===== config.mk =====
export PLATFORM = sky130hd
export DESIGN_NAME = ysyx_22040127_rf_wb_arbiter_flat
export DESIGN_NICKNAME = d
export VERILOG_FILES = /design/src/rtl/ysyx_22040127_rf_wb_arbiter_pkg.sv /design/src/rtl/ysyx_22040127_rf_wb_arbiter_if.sv /design/src/rtl/ysyx_22040127_rr_arb2.sv /design/src/rtl/ysyx_22040127_rf_wb_arbiter.sv /design/src/flat_wrapper.sv
export SDC_FILE = /design/constraint.sdc
export NUM_CORES = 1
export LEC_CHECK = 0
export ABC_AREA = 0
export ABC_CLOCK_PERIOD_IN_PS = 3000
export CAP_MARGIN = 25
export CORE_AREA = 2 2 104 96
export DETAILED_ROUTE_END_ITERATION = 8
export DIE_AREA = 0 0 106 98
export GPL_TIMING_DRIVEN = 0
export PLACE_DENSITY = 0.77
export RECOVER_POWER = 25
export SETUP_SLACK_MARGIN = 0.15
export SYNTH_ARGS = -nofsm -noshare
export SYNTH_HDL_FRONTEND = slang
export SYNTH_SLANG_ARGS = --single-unit

===== constraint.sdc =====
create_clock -name clk -period 3 [get_ports clk]
set_input_delay 0.45 -clock clk [delete_from_list [all_inputs] [get_ports clk]]
set_output_delay 0.45 -clock clk [all_outputs]
set_load 0.02 [all_outputs]

===== src/rtl/ysyx_22040127_rf_wb_arbiter_pkg.sv =====
// +--------------------------------------------------------------------------+
// | ysyx_22040127_rf_pkg : shared constants and writeback request type       |
// | Rev 1.0                                                                  |
// +--------------------------------------------------------------------------+
`default_nettype none

package ysyx_22040127_rf_pkg;
  localparam int GPR_AW = 5;
  localparam int GPR_DW = 64;

  // Requester ids double as bit positions in request/grant vectors.
  localparam logic REQ_EXU = 1'b0;
  localparam logic REQ_LSU = 1'b1;

  typedef struct packed {
    logic              valid;
    logic [GPR_AW-1:0] rd;
    logic [GPR_DW-1:0] data;
  } wb_req_t;
endpackage

`default_nettype wire


===== src/rtl/ysyx_22040127_rf_wb_arbiter_if.sv =====
// +--------------------------------------------------------------------------+
// | ysyx_22040127_rf_wb_arbiter_if : issue/decode/writeback/RF port bundle   |
// | Rev 1.0                                                                  |
// +--------------------------------------------------------------------------+
`default_nettype none

interface ysyx_22040127_rf_wb_arbiter_if
  import ysyx_22040127_rf_pkg::*;
#(
  parameter int ADDR_WIDTH = GPR_AW,
  parameter int DATA_WIDTH = GPR_DW
);
  logic                  iss_valid;
  logic [ADDR_WIDTH-1:0] iss_rd;
  logic                  iss_ready;
  logic [ADDR_WIDTH-1:0] dec_rs1;
  logic [ADDR_WIDTH-1:0] dec_rs2;
  logic                  rs1_busy;
  logic                  rs2_busy;
  logic                  exu_valid;
  logic [ADDR_WIDTH-1:0] exu_rd;
  logic [DATA_WIDTH-1:0] exu_data;
  logic                  exu_ready;
  logic                  lsu_valid;
  logic [ADDR_WIDTH-1:0] lsu_rd;
  logic [DATA_WIDTH-1:0] lsu_data;
  logic                  lsu_ready;
  logic                  flush;
  logic                  rf_wen;
  logic [ADDR_WIDTH-1:0] rf_waddr;
  logic [DATA_WIDTH-1:0] rf_wdata;
  logic                  sb_err;

  modport master (
    output iss_valid, iss_rd, dec_rs1, dec_rs2,
    output exu_valid, exu_rd, exu_data, lsu_valid, lsu_rd, lsu_data, flush,
    input  iss_ready, rs1_busy, rs2_busy, exu_ready, lsu_ready,
    input  rf_wen, rf_waddr, rf_wdata, sb_err
  );

  modport slave (
    input  iss_valid, iss_rd, dec_rs1, dec_rs2,
    input  exu_valid, exu_rd, exu_data, lsu_valid, lsu_rd, lsu_data, flush,
    output iss_ready, rs1_busy, rs2_busy, exu_ready, lsu_ready,
    output rf_wen, rf_waddr, rf_wdata, sb_err
  );
endinterface

`default_nettype wire


===== src/rtl/ysyx_22040127_rr_arb2.sv =====
// +--------------------------------------------------------------------------+
// | ysyx_22040127_rr_arb2 : 2-way round-robin arbiter with pointer flop      |
// | Rev 1.0                                                                  |
// +--------------------------------------------------------------------------+
`default_nettype none

module ysyx_22040127_rr_arb2
  import ysyx_22040127_rf_pkg::*;
(
  input  logic       clk,
  input  logic       rst,
  input  logic [1:0] req,
  output logic [1:0] gnt
);
  logic rr_ptr;

  // rr_ptr names the requester that wins a tie.
  always_comb begin
    gnt = 2'b00;
    if (req[REQ_EXU] && req[REQ_LSU])
      gnt[rr_ptr] = 1'b1;
    else
      gnt = req;
  end

  always_ff @(posedge clk) begin
    if (!rst)
      rr_ptr <= REQ_EXU;
    else if (|gnt)
      rr_ptr <= gnt[REQ_EXU] ? REQ_LSU : REQ_EXU;
  end
endmodule

`default_nettype wire


===== src/rtl/ysyx_22040127_rf_wb_arbiter.sv =====
// +--------------------------------------------------------------------------+
// | ysyx_22040127_rf_wb_arbiter : RF write-port arbiter + GPR busy scoreboard|
// | Option: YSYX_22040127_WB_BYPASS_EN forwards same-cycle writes to decode. |
// | Rev 1.0                                                                  |
// +--------------------------------------------------------------------------+
`default_nettype none

module ysyx_22040127_rf_wb_arbiter
  import ysyx_22040127_rf_pkg::*;
#(
  parameter int ADDR_WIDTH = GPR_AW,
  parameter int DATA_WIDTH = GPR_DW
)
(
  input logic clk,
  input logic rst,
  ysyx_22040127_rf_wb_arbiter_if.slave bus
);
  localparam int NREG = 1 << ADDR_WIDTH;

  wb_req_t               exu_req;
  wb_req_t               lsu_req;
  wb_req_t               win;
  logic [1:0]            req;
  logic [1:0]            gnt;
  logic [ADDR_WIDTH-1:0] win_rd;
  logic [DATA_WIDTH-1:0] win_data;
  logic                  wb_nz;
  logic                  iss_ok;
  logic                  iss_fire;
  logic [NREG-1:0]       busy;
  logic [NREG-1:0]       busy_nxt;
  logic                  sb_err_q;

  assign exu_req = '{valid: bus.exu_valid, rd: bus.exu_rd, data: bus.exu_data};
  assign lsu_req = '{valid: bus.lsu_valid, rd: bus.lsu_rd, data: bus.lsu_data};

  assign req[REQ_EXU] = exu_req.valid;
  assign req[REQ_LSU] = lsu_req.valid;

  ysyx_22040127_rr_arb2 u_arb (
    .clk (clk),
    .rst (rst),
    .req (req),
    .gnt (gnt)
  );

  // Winner mux; an idle cycle presents all-zero fields on the write port.
  always_comb begin
    win = '0;
    if (gnt[REQ_EXU])
      win = exu_req;
    else if (gnt[REQ_LSU])
      win = lsu_req;
  end

  assign win_rd   = win.rd;
  assign win_data = win.data;
  assign wb_nz    = win.valid && (win_rd != '0);

  assign bus.exu_ready = gnt[REQ_EXU];
  assign bus.lsu_ready = gnt[REQ_LSU];
  assign bus.rf_wen    = wb_nz;
  assign bus.rf_waddr  = win_rd;
  assign bus.rf_wdata  = win_data;

  assign iss_ok        = !bus.iss_valid || (bus.iss_rd == '0) || !busy[bus.iss_rd];
  assign iss_fire      = bus.iss_valid && iss_ok && (bus.iss_rd != '0);
  assign bus.iss_ready = iss_ok;

  always_comb begin
    busy_nxt = busy;
    if (bus.flush) begin
      busy_nxt = '0;
    end else begin
      if (wb_nz)
        busy_nxt[win_rd] = 1'b0;
      if (iss_fire)
        busy_nxt[bus.iss_rd] = 1'b1;
    end
    busy_nxt[0] = 1'b0;
  end

  always_ff @(posedge clk) begin
    if (!rst) begin
      busy     <= '0;
      sb_err_q <= 1'b0;
    end else begin
      busy <= busy_nxt;
      if (wb_nz && !busy[win_rd] && !bus.flush)
        sb_err_q <= 1'b1;
    end
  end

  assign bus.sb_err = sb_err_q;

`ifdef YSYX_22040127_WB_BYPASS_EN
  // Decode picks up rf_wdata in the same cycle, so a matching write hides the hazard.
  assign bus.rs1_busy = busy[bus.dec_rs1] && !(wb_nz && (win_rd == bus.dec_rs1));
  assign bus.rs2_busy = busy[bus.dec_rs2] && !(wb_nz && (win_rd == bus.dec_rs2));
`else
  assign bus.rs1_busy = busy[bus.dec_rs1];
  assign bus.rs2_busy = busy[bus.dec_rs2];
`endif
endmodule

`default_nettype wire


===== src/flat_wrapper.sv =====
// flat-port wrapper written by rule: the top's interface ports become plain ports
module ysyx_22040127_rf_wb_arbiter_flat import ysyx_22040127_rf_pkg::*;
#(
  parameter int ADDR_WIDTH = GPR_AW,
  parameter int DATA_WIDTH = GPR_DW
)
  (clk, rst, bus_iss_valid, bus_iss_rd, bus_dec_rs1, bus_dec_rs2, bus_exu_valid, bus_exu_rd, bus_exu_data, bus_lsu_valid, bus_lsu_rd, bus_lsu_data, bus_flush, bus_iss_ready, bus_rs1_busy, bus_rs2_busy, bus_exu_ready, bus_lsu_ready, bus_rf_wen, bus_rf_waddr, bus_rf_wdata, bus_sb_err);
  ysyx_22040127_rf_wb_arbiter_if #(.ADDR_WIDTH(ADDR_WIDTH), .DATA_WIDTH(DATA_WIDTH)) bus_i ();
  input logic clk;
  input logic rst;
  input wire logic [$bits(bus_i.iss_valid)-1:0] bus_iss_valid;
  input wire logic [$bits(bus_i.iss_rd)-1:0] bus_iss_rd;
  input wire logic [$bits(bus_i.dec_rs1)-1:0] bus_dec_rs1;
  input wire logic [$bits(bus_i.dec_rs2)-1:0] bus_dec_rs2;
  input wire logic [$bits(bus_i.exu_valid)-1:0] bus_exu_valid;
  input wire logic [$bits(bus_i.exu_rd)-1:0] bus_exu_rd;
  input wire logic [$bits(bus_i.exu_data)-1:0] bus_exu_data;
  input wire logic [$bits(bus_i.lsu_valid)-1:0] bus_lsu_valid;
  input wire logic [$bits(bus_i.lsu_rd)-1:0] bus_lsu_rd;
  input wire logic [$bits(bus_i.lsu_data)-1:0] bus_lsu_data;
  input wire logic [$bits(bus_i.flush)-1:0] bus_flush;
  output wire logic [$bits(bus_i.iss_ready)-1:0] bus_iss_ready;
  output wire logic [$bits(bus_i.rs1_busy)-1:0] bus_rs1_busy;
  output wire logic [$bits(bus_i.rs2_busy)-1:0] bus_rs2_busy;
  output wire logic [$bits(bus_i.exu_ready)-1:0] bus_exu_ready;
  output wire logic [$bits(bus_i.lsu_ready)-1:0] bus_lsu_ready;
  output wire logic [$bits(bus_i.rf_wen)-1:0] bus_rf_wen;
  output wire logic [$bits(bus_i.rf_waddr)-1:0] bus_rf_waddr;
  output wire logic [$bits(bus_i.rf_wdata)-1:0] bus_rf_wdata;
  output wire logic [$bits(bus_i.sb_err)-1:0] bus_sb_err;
  assign bus_i.iss_valid = bus_iss_valid;
  assign bus_i.iss_rd = bus_iss_rd;
  assign bus_i.dec_rs1 = bus_dec_rs1;
  assign bus_i.dec_rs2 = bus_dec_rs2;
  assign bus_i.exu_valid = bus_exu_valid;
  assign bus_i.exu_rd = bus_exu_rd;
  assign bus_i.exu_data = bus_exu_data;
  assign bus_i.lsu_valid = bus_lsu_valid;
  assign bus_i.lsu_rd = bus_lsu_rd;
  assign bus_i.lsu_data = bus_lsu_data;
  assign bus_i.flush = bus_flush;
  assign bus_iss_ready = bus_i.iss_ready;
  assign bus_rs1_busy = bus_i.rs1_busy;
  assign bus_rs2_busy = bus_i.rs2_busy;
  assign bus_exu_ready = bus_i.exu_ready;
  assign bus_lsu_ready = bus_i.lsu_ready;
  assign bus_rf_wen = bus_i.rf_wen;
  assign bus_rf_waddr = bus_i.rf_waddr;
  assign bus_rf_wdata = bus_i.rf_wdata;
  assign bus_sb_err = bus_i.sb_err;
  ysyx_22040127_rf_wb_arbiter #(.ADDR_WIDTH(ADDR_WIDTH), .DATA_WIDTH(DATA_WIDTH)) u_core (.clk(clk), .rst(rst), .bus(bus_i));
endmodule

# ---- Word level (Yosys, flattened, before mapping)
# Index checks and enable logic that the tools add are counted.
dict set report word_totals {
  ff_bits 34
  out_inout_bits 76
  word_cells 57
}
dict set report op_classes {
  magnitude_cmp 8
  mux 21
  bitwise 4
  reduce_logical 20
}
# cell count
set op_table {}
lappend op_table {{$mux W70} 2}
lappend op_table {{$mux W32} 3}
lappend op_table {{$and A32 B32 Y32} 1}
lappend op_table {{$not A32 Y32} 1}
lappend op_table {{$or A32 B32 Y32} 1}
lappend op_table {{$lt A5 B6 Y1 const B} 4}
lappend op_table {{$bmux W1 S5} 4}
lappend op_table {{$demux W1 S5} 2}
lappend op_table {{$ge A5 B1 Y1 const B} 2}
lappend op_table {{$reduce_bool A5 Y1} 2}
lappend op_table {{$logic_and A1 B1 Y1} 9}
lappend op_table {{$mux W1} 8}
lappend op_table {{$logic_not A5 Y1} 1}
lappend op_table {{$logic_not A1 Y1} 4}
lappend op_table {{$reduce_or A2 Y1} 2}
lappend op_table {{$logic_or A1 B1 Y1} 2}
lappend op_table {{$lt A1 B2 Y1 const B} 1}
lappend op_table {{$mux W2} 1}
lappend op_table {{$demux W1 S1} 1}
lappend op_table {{$ge A1 B1 Y1 const B} 1}
lappend op_table {{$not A1 Y1} 1}

# ---- Logic depth before layout (Yosys ltp)
dict set report depth {
  word_depth 17
  ltp_mapped 10
  ltp_nobuf 9
}

# ---- By module
# A second synthesis with hierarchy kept.
dict set report unflattened {
  hier_cells 353
  area_unflattened_um2 3179.3
}
# module n_inst cells_per_inst area_each_um2
set by_module_without_submodules {}
lappend by_module_without_submodules {ysyx_22040127_rf_wb_arbiter 1 347 3130.5}
lappend by_module_without_submodules {ysyx_22040127_rr_arb2 1 6 48.8}

# ---- Worst setup path before layout
# OpenSTA, ideal clock, no wires.
dict set report synth_path {
  path_kind {input to output}
  from {input port bus_iss_rd[0]}
  to {output port bus_iss_ready}
  arrival_time_ps 2238
  required_ps 2550
  setup_slack_ps 312
  cell_stages 6
  path_cell_list {clkbuf_1 > buf_2 > mux4_2 > mux4_2 > mux2i_1 > or2_2}
}
dict set report synth_via {
  elab_chain_cells 4
  elab_cells_between_ends 6
}
# element line
set synth_lines {}
lappend synth_lines {{start, declared} flat_wrapper.sv:12} ;# input wire logic [$bits(bus_i.iss_rd)-1:0] bus_iss_rd;
lappend synth_lines {{$bmux W1 S5} ysyx_22040127_rf_wb_arbiter.sv:67} ;# assign iss_ok = !bus.iss_valid || (bus.iss_rd == '0) || !busy[bus.iss_rd];
lappend synth_lines {{$mux W1 (implied by the code)} ysyx_22040127_rf_wb_arbiter.sv:67}
lappend synth_lines {{$logic_not A1 Y1} ysyx_22040127_rf_wb_arbiter.sv:67}
lappend synth_lines {{$logic_or A1 B1 Y1 *} ysyx_22040127_rf_wb_arbiter.sv:67}
lappend synth_lines {{end, declared} flat_wrapper.sv:22} ;# output wire logic [$bits(bus_i.iss_ready)-1:0] bus_iss_ready;
# Every way passes the cells marked *; elsewhere a longest branch is shown, timed or not. The select of a mux whose other input is x is not followed.

# ---- Worst setup path in the final report
dict set report layout_path {
  from {register u_core.u_arb.rr_ptr}
  to {output port bus_rf_waddr[0]}
}
dict set report layout_via {
  elab_chain_cells 7
  elab_cells_between_ends 8
}
# element line
set layout_lines {}
lappend layout_lines {{start, declared} ysyx_22040127_rr_arb2.sv:15} ;# logic rr_ptr;
lappend layout_lines {{start signal, assigned} ysyx_22040127_rr_arb2.sv:30} ;# rr_ptr <= gnt[REQ_EXU] ? REQ_LSU : REQ_EXU;
lappend layout_lines {{$lt A1 B2 Y1 (implied by the code) or $ge A1 B1 Y1 (tied branches)} ysyx_22040127_rr_arb2.sv:21} ;# gnt[rr_ptr] = 1'b1;
lappend layout_lines {{$logic_and A1 B1 Y1 (implied by the code)} ysyx_22040127_rr_arb2.sv:21}
lappend layout_lines {{$mux W1 (implied by the code)} ysyx_22040127_rr_arb2.sv:21}
lappend layout_lines {{$demux W1 S1 *} ysyx_22040127_rr_arb2.sv:21}
lappend layout_lines {{$mux W2 *} ysyx_22040127_rr_arb2.sv:20} ;# if (req[REQ_EXU] && req[REQ_LSU])
lappend layout_lines {{$mux W70} ysyx_22040127_rf_wb_arbiter.sv:53} ;# else if (gnt[REQ_LSU])
lappend layout_lines {{$mux W70 *} ysyx_22040127_rf_wb_arbiter.sv:51} ;# if (gnt[REQ_EXU])
lappend layout_lines {{end, declared} flat_wrapper.sv:28} ;# output wire logic [$bits(bus_i.rf_waddr)-1:0] bus_rf_waddr;
# Every way passes the cells marked *; elsewhere a longest branch is shown, timed or not.

==> qor.yml <==
outcome:
  status: "completed"
worst_setup_path:
  cp.required_ns: 2.55
  crit_path_max_fanout: 10
  rrSetupSlack_ns: 0.26
  crit_slowest_cell: "clkdlybuf4s50_1"
  reg2regPathDepth: 9
  worstSetupPathType: "reg -> out"
  startpoint_type: "register"
  crit_arrival_ns: 2.39
  path_buf_inv: 4
  slowest_delay_ns: 0.57
  cpLargestDelayFamily: "buffers and inverters"
  timing.rr.start: "u_core.u_arb.rr_ptr"
  r2r-end: "u_core.busy[10]"
  worstPathCellList: "nand2b_1 > and2_4 > buf_6 > a22oi_4 > inv_1 > buf_2 > clkdlybuf4s50_1"
  cp-end-kind: "primary output"
cells_and_area:
  antenna_cells: 0
  nets: 722
  syn_to_final_growth_pct: 81.0
  drive_gt1_frac: 0.174
  finalNonFillerCells: 690
  final_util: 0.607
  final_cell_area_mm2: 0.00571
  n_fill_cell: 835
  layout_common_cells: "clkdlybuf4s50_1 (171), a22o_1 (64), nand2_1 (46), dlygate4sd2_1 (39), dfxtp_1 (33)"
  final_common_cell: "clkdlybuf4s50_1"
placement:
  io_buffers: 229
  post-dp-hpwl_mm: 14.0
  dpl_cell_area_mm2: 0.00560
  numPlacedInstances: 678
  gp_congestion: 1.05
sta:
  rsz0062_at_grt: "no"
  clock_skew_ns: 0.00902
  min_period_over_period: 0.946
  finalHoldViolations: 0
  finalSetupViolations: 0
  slew_violations: 0
  max_freq_mhz: 352
  tightest_slew_ns: 0.860
  whs_ns: 0.489
  min_period_ns: 2.84
  slew_headroom: 0.425
die:
  placementRows: 34
  initial_core_util: 0.336
  io_pins: 235
  core_area_mm2: 0.00940
  die_h_um: 98
  die_w_um: 106
  die-area_mm2: 0.0104
drt:
  route.detailed.drc: 0
  highest_layer: "met4"
  vias: 4108
  drt_iter0_drc: 441
  routed_wl_mm: 16.9
  wl_met2_mm: 8.26
  ant_nets: 0
  routedWlPerCell_um: 24.6
  vias_per_cell: 5.95
  wl_met3_mm: 1.61
  first_pass_iters: 7
  wl_met1_mm: 5.86
yosys:
  ys.flop_type: "dfxtp_1"
  synth_seq_cells: 33
  syn_area_mm2: 0.00315
  ys_seq_area_frac: 0.209
  synthArstFlopShare: 0
  synth_edf_count: 0
  ys_warn_count: 0
  synthCells: 323
  ys_types: 44
  syn_nets: 482
  avgSynthCellArea_um2: 9.77
global_routing:
  track_usage: 0.316
  grt_pass1_wl_mm: 24.7
  grt_start_max_net_pins: 11
  grt_pass1_vias: 3985
  grt_overflow: 0
  antenna_found_initial: 0
clock_network:
  cts_buffers: 5
  clk_path_buf_depth: 2
  clkTransAtPathRegs_ns: 0.07
  cts_tree: "done"
  clock_sinks: 33
  worstSkewPairLatency_ns: 0.30
  clockRootBuffer: "clkbuf_8"
  cts_hold_buf: 0
  cts.htree.levels: 2
power_and_ir_drop:
  p_sw_w: 0.000608
  swShare: 0.373
  internal_power_w: 0.00102
  p_total_w: 0.00163
  power_density_mw_per_mm2: 286
  ir_drop_mv: 0.170
  p_comb_frac: 0.515
  cellLeakagePower_nw: 2.26
  pwr-share-clk: 0.210
  power_frac_seq: 0.275
hold_path:
  hold_path.class: "in -> reg"
  whs_endpoint: "u_core.u_arb.rr_ptr"
  hold_path.startpoint: "bus_lsu_valid"
  hold_depth: 2
run:
  max_cap_viol_count: 0
-- flip-flops by register name (all words and copies together) (netlist names) --
signal,cells
u_core.u_arb.rr_ptr,1
u_core.busy,31
u_core.bus.sb_err,1
-- how the worst max path moves through the flow --
stage,cells after the start,to,from
after CTS,7,bus_iss_ready,bus_iss_rd[0]
after detailed placement,7,bus_iss_ready,bus_iss_rd[1]
after global placement,7,bus_iss_ready,bus_iss_rd[1]
after floorplan,6,bus_iss_ready,bus_iss_rd[0]
final,7,bus_rf_waddr[0],u_core.u_arb.rr_ptr
after global routing,7,bus_rf_wdata[36],u_core.u_arb.rr_ptr
-- logic make-up after synthesis --
logic type / share of synthesized area
buf+inv: 0.0488
compound gates: 0.342
flops: 0.209
simple gates: 0.136
mux: 0.263
-- worst reg2reg max path, cell delays in order (launching register included) --
cell,delay [ns]
dfxtp_1,0.35
nand2b_1,0.22
and2_4,0.19
buf_6,0.13
a22oi_4,0.31
inv_1,0.11
buf_2,0.22
nor2_1,0.70
nand2_1,0.12
a32o_1,0.30
-- power by group through the flow --
stage / Combinational (W) / Clock (W) / Sequential (W)
2_1_floorplan: 0.000366 / 0 / 0.000459
3_3_place_gp: 0.000851 / 0 / 0.000458
3_5_place_dp: 0.000857 / 0 / 0.000459
4_1_cts: 0.000836 / 0.000344 / 0.000448
5_1_grt: 0.000873 / 0.000362 / 0.000448
6_report: 0.000839 / 0.000343 / 0.000448
-- Yosys cell counts (4+ instances only) --
| master | instances | area [µm²] |
|---|---|---|
| a22o_1 | 64 | 561 |
| a32o_1 | 31 | 310 |
| buf_1 | 9 | 33.8 |
| clkbuf_1 | 17 | 63.8 |
| dfxtp_1 | 33 | 661 |
| inv_2 | 4 | 15.0 |
| mux2_2 | 9 | 101 |
| mux2i_1 | 11 | 110 |
| mux4_2 | 27 | 608 |
| nand2_1 | 46 | 173 |
| nor2_1 | 13 | 48.8 |
| nor3_1 | 9 | 45.0 |
| o21ai_0 | 5 | 25.0 |
-- final cells by class --
| class | count | area, µm² | area share |
|---|---|---|---|
| clock inverters | 2 | 10.0 | 0.00175 |
| plain buffers | 31 | 198 | 0.0346 |
| repair buffers | 233 | 2260 | 0.395 |
| inverters | 5 | 18.8 | 0.00329 |
| well taps | 126 | 158 | 0.0276 |
| flip-flops and latches | 33 | 661 | 0.116 |
| multi-input cells | 254 | 2330 | 0.409 |
| clock buffers | 6 | 72.6 | 0.0127 |
-- layer usage --
layer	vias to the layer above	global-route usage
met5	-	0
met4	0	0.181
met3	62	0.0634
met2	281	0.552
met1	1947	0.359
li1	1818	-
-- what timing repair did --
item,in CTS,in global routing
resized for setup,105,11
setup endpoints to repair,73,13
pin swaps,0,1
setup buffers,2,1
gates cloned,0,0
-- per-stage QoR --
| step | setup TNS [ns] | worst slack, ns |
|---|---|---|
| global placement | -30.70 | -0.658 |
| finish | 0 | 0.162 |
| global route | 0 | 0.104 |
| floorplan | 0 | 0.312 |
| CTS | 0 | 0.0646 |
| detailed placement | -33.27 | -0.711 |
Power figures use the tool's default switching activity.
==> variant, RTL diff (config.mk and constraints unchanged) <==
`GPR_DW`: 64 -> 72.
--- a/src/rtl/ysyx_22040127_rf_wb_arbiter_pkg.sv
+++ b/src/rtl/ysyx_22040127_rf_wb_arbiter_pkg.sv
@@ -7,5 +7,5 @@
 package ysyx_22040127_rf_pkg;
   localparam int GPR_AW = 5;
-  localparam int GPR_DW = 64;
+  localparam int GPR_DW = 72;
 
   // Requester ids double as bit positions in request/grant vectors.
Interface: changed (resized bus_exu_data, bus_lsu_data and bus_rf_wdata); port bits go from 235 to 259. No check against the original RTL was run, so the function may have changed too.
==> variant against the original RTL <==
- routed wire length up 9.7%
- synthesized area up 2.2%
- register-to-register slack better by 0.06 ns
- total power up 3.3%
- final area up 5.5%
- maximum frequency down 0.71%
- count of clock-buffer cells in the layout down 1
- sequential cell count unchanged
- worst setup slack worse by 0.020 ns
- critical path type is now input pin to primary output
- critical endpoint is now bus_rf_wdata[4]
- highest routed layer unchanged
==> variant: results (changes against the original RTL) <==
Status
  – Status: finished clean (unchanged)

Placement
  – Inst Count DP: 724 (was 678)
  – Place WS: -0.7584 ns (was -0.7106 ns)
  – Post-DP Area: 5918 um^2 (was 5604 um^2)
  – HPWL Detailed: 15620 um (was 14050 um)

Finish
  – Inverters: 8 (was 5)
  – Nets: 783 (was 722)
  – Footprint of the multi-input gates: 2432 um^2 (was 2335 um^2)
  – Fill cells: 839 (was 835)
  – Clock-cell share of area: 1.432% (was 1.446%)
  – Seq area share: 10.96% (was 11.57%)

STA
  – Worst rel slew slack: 43.21% (was 42.47%)
  – Clock skew: 0.009701 ns (was 0.009018 ns)

Critical path
  – CP Launch Type: input pin (was flip-flop)
  – Crit path launch: bus_exu_valid (was u_core.u_arb.rr_ptr$_SDFFE_PN0P_)
  – Worst setup path end: bus_rf_wdata[4] (was bus_rf_waddr[0])
  – Reg2Reg Capture Point: u_core.busy[4]$_SDFF_PP0_ (was u_core.busy[10]$_SDFF_PP0_)
  – R2R Setup Slk: 0.32 ns (was 0.26 ns)
  – Worst R2R Path Depth: 8 (was 9)
  – CP arrival: 2.41 ns (was 2.39 ns)

Yosys
  – Syn Inst Count: 344 (was 323)
  – Multiplexer share of the synthesized area: 25.27% (was 26.34%)
  – Synth cell types: 45 (was 44)
  – Synth area leaders: dfxtp_1 (20%), a22o_1 (20%), mux4_2 (20%) (was dfxtp_1 (21%), mux4_2 (19%), a22o_1 (18%))
  – Post-synthesis compound-gate area fraction: 36.41% (was 34.23%)
  – Seq/Total Area, Yosys: 20.50% (was 20.94%)

Global routing
  – Met1 Resource Use GR: 41.21% (was 35.93%)
  – Met2 usage: 56.67% (was 55.19%)
  – Tot GR Track Use: 34.54% (was 31.63%)
  – First-pass GRT wire length: 26770 um (was 24720 um)
  – Vias in the first global route: 4417 (was 3985)
  – GR Layer Usage met3: 8.211% (was 6.342%)
  – Largest net degree at the start of global routing: 12 (was 11)

Route
  – Via count: 4386 (was 4108)
  – Met2 routed WL: 8894 um (was 8258 um)
  – Routed WL per cell: 25.24 um (was 24.55 um)
  – Final WL: 18580 um (was 16940 um)

Power
  – Peak supply drop: 0.0001915 V (was 0.0001698 V)
variant: cell types whose count changed after synthesis, moves of 3 or more:
cell	unedited run	this run
nor2_1	13	9
inv_1	1	5
nor2_2	0	3
mux2i_1	11	6
a21oi_1	2	11
nor3_1	9	6
o21ai_0	5	13
buf_1	9	4
a22o_1	64	72
a32o_1	31	24
clkbuf_1	17	25
variant: repair_timing:
item	4_1_cts	5_1_grt
gates resized for setup	118	6
pin swaps	2	0
setup buffers	3	0
endpoints found under the setup margin	88	10
variant: worst max-delay path, stage by stage:
cell             delay (ns)
clkbuf_2               0.18
a21bo_2                0.27
inv_1                  0.27
clkbuf_8               0.26
clkbuf_4               0.21
a22o_1                 0.16
clkdlybuf4s50_1        0.60
variant: where the power goes:
part           switching [mW]  internal, mW
clock network           0.179         0.160
logic                   0.457         0.439
registers             0.00649         0.443
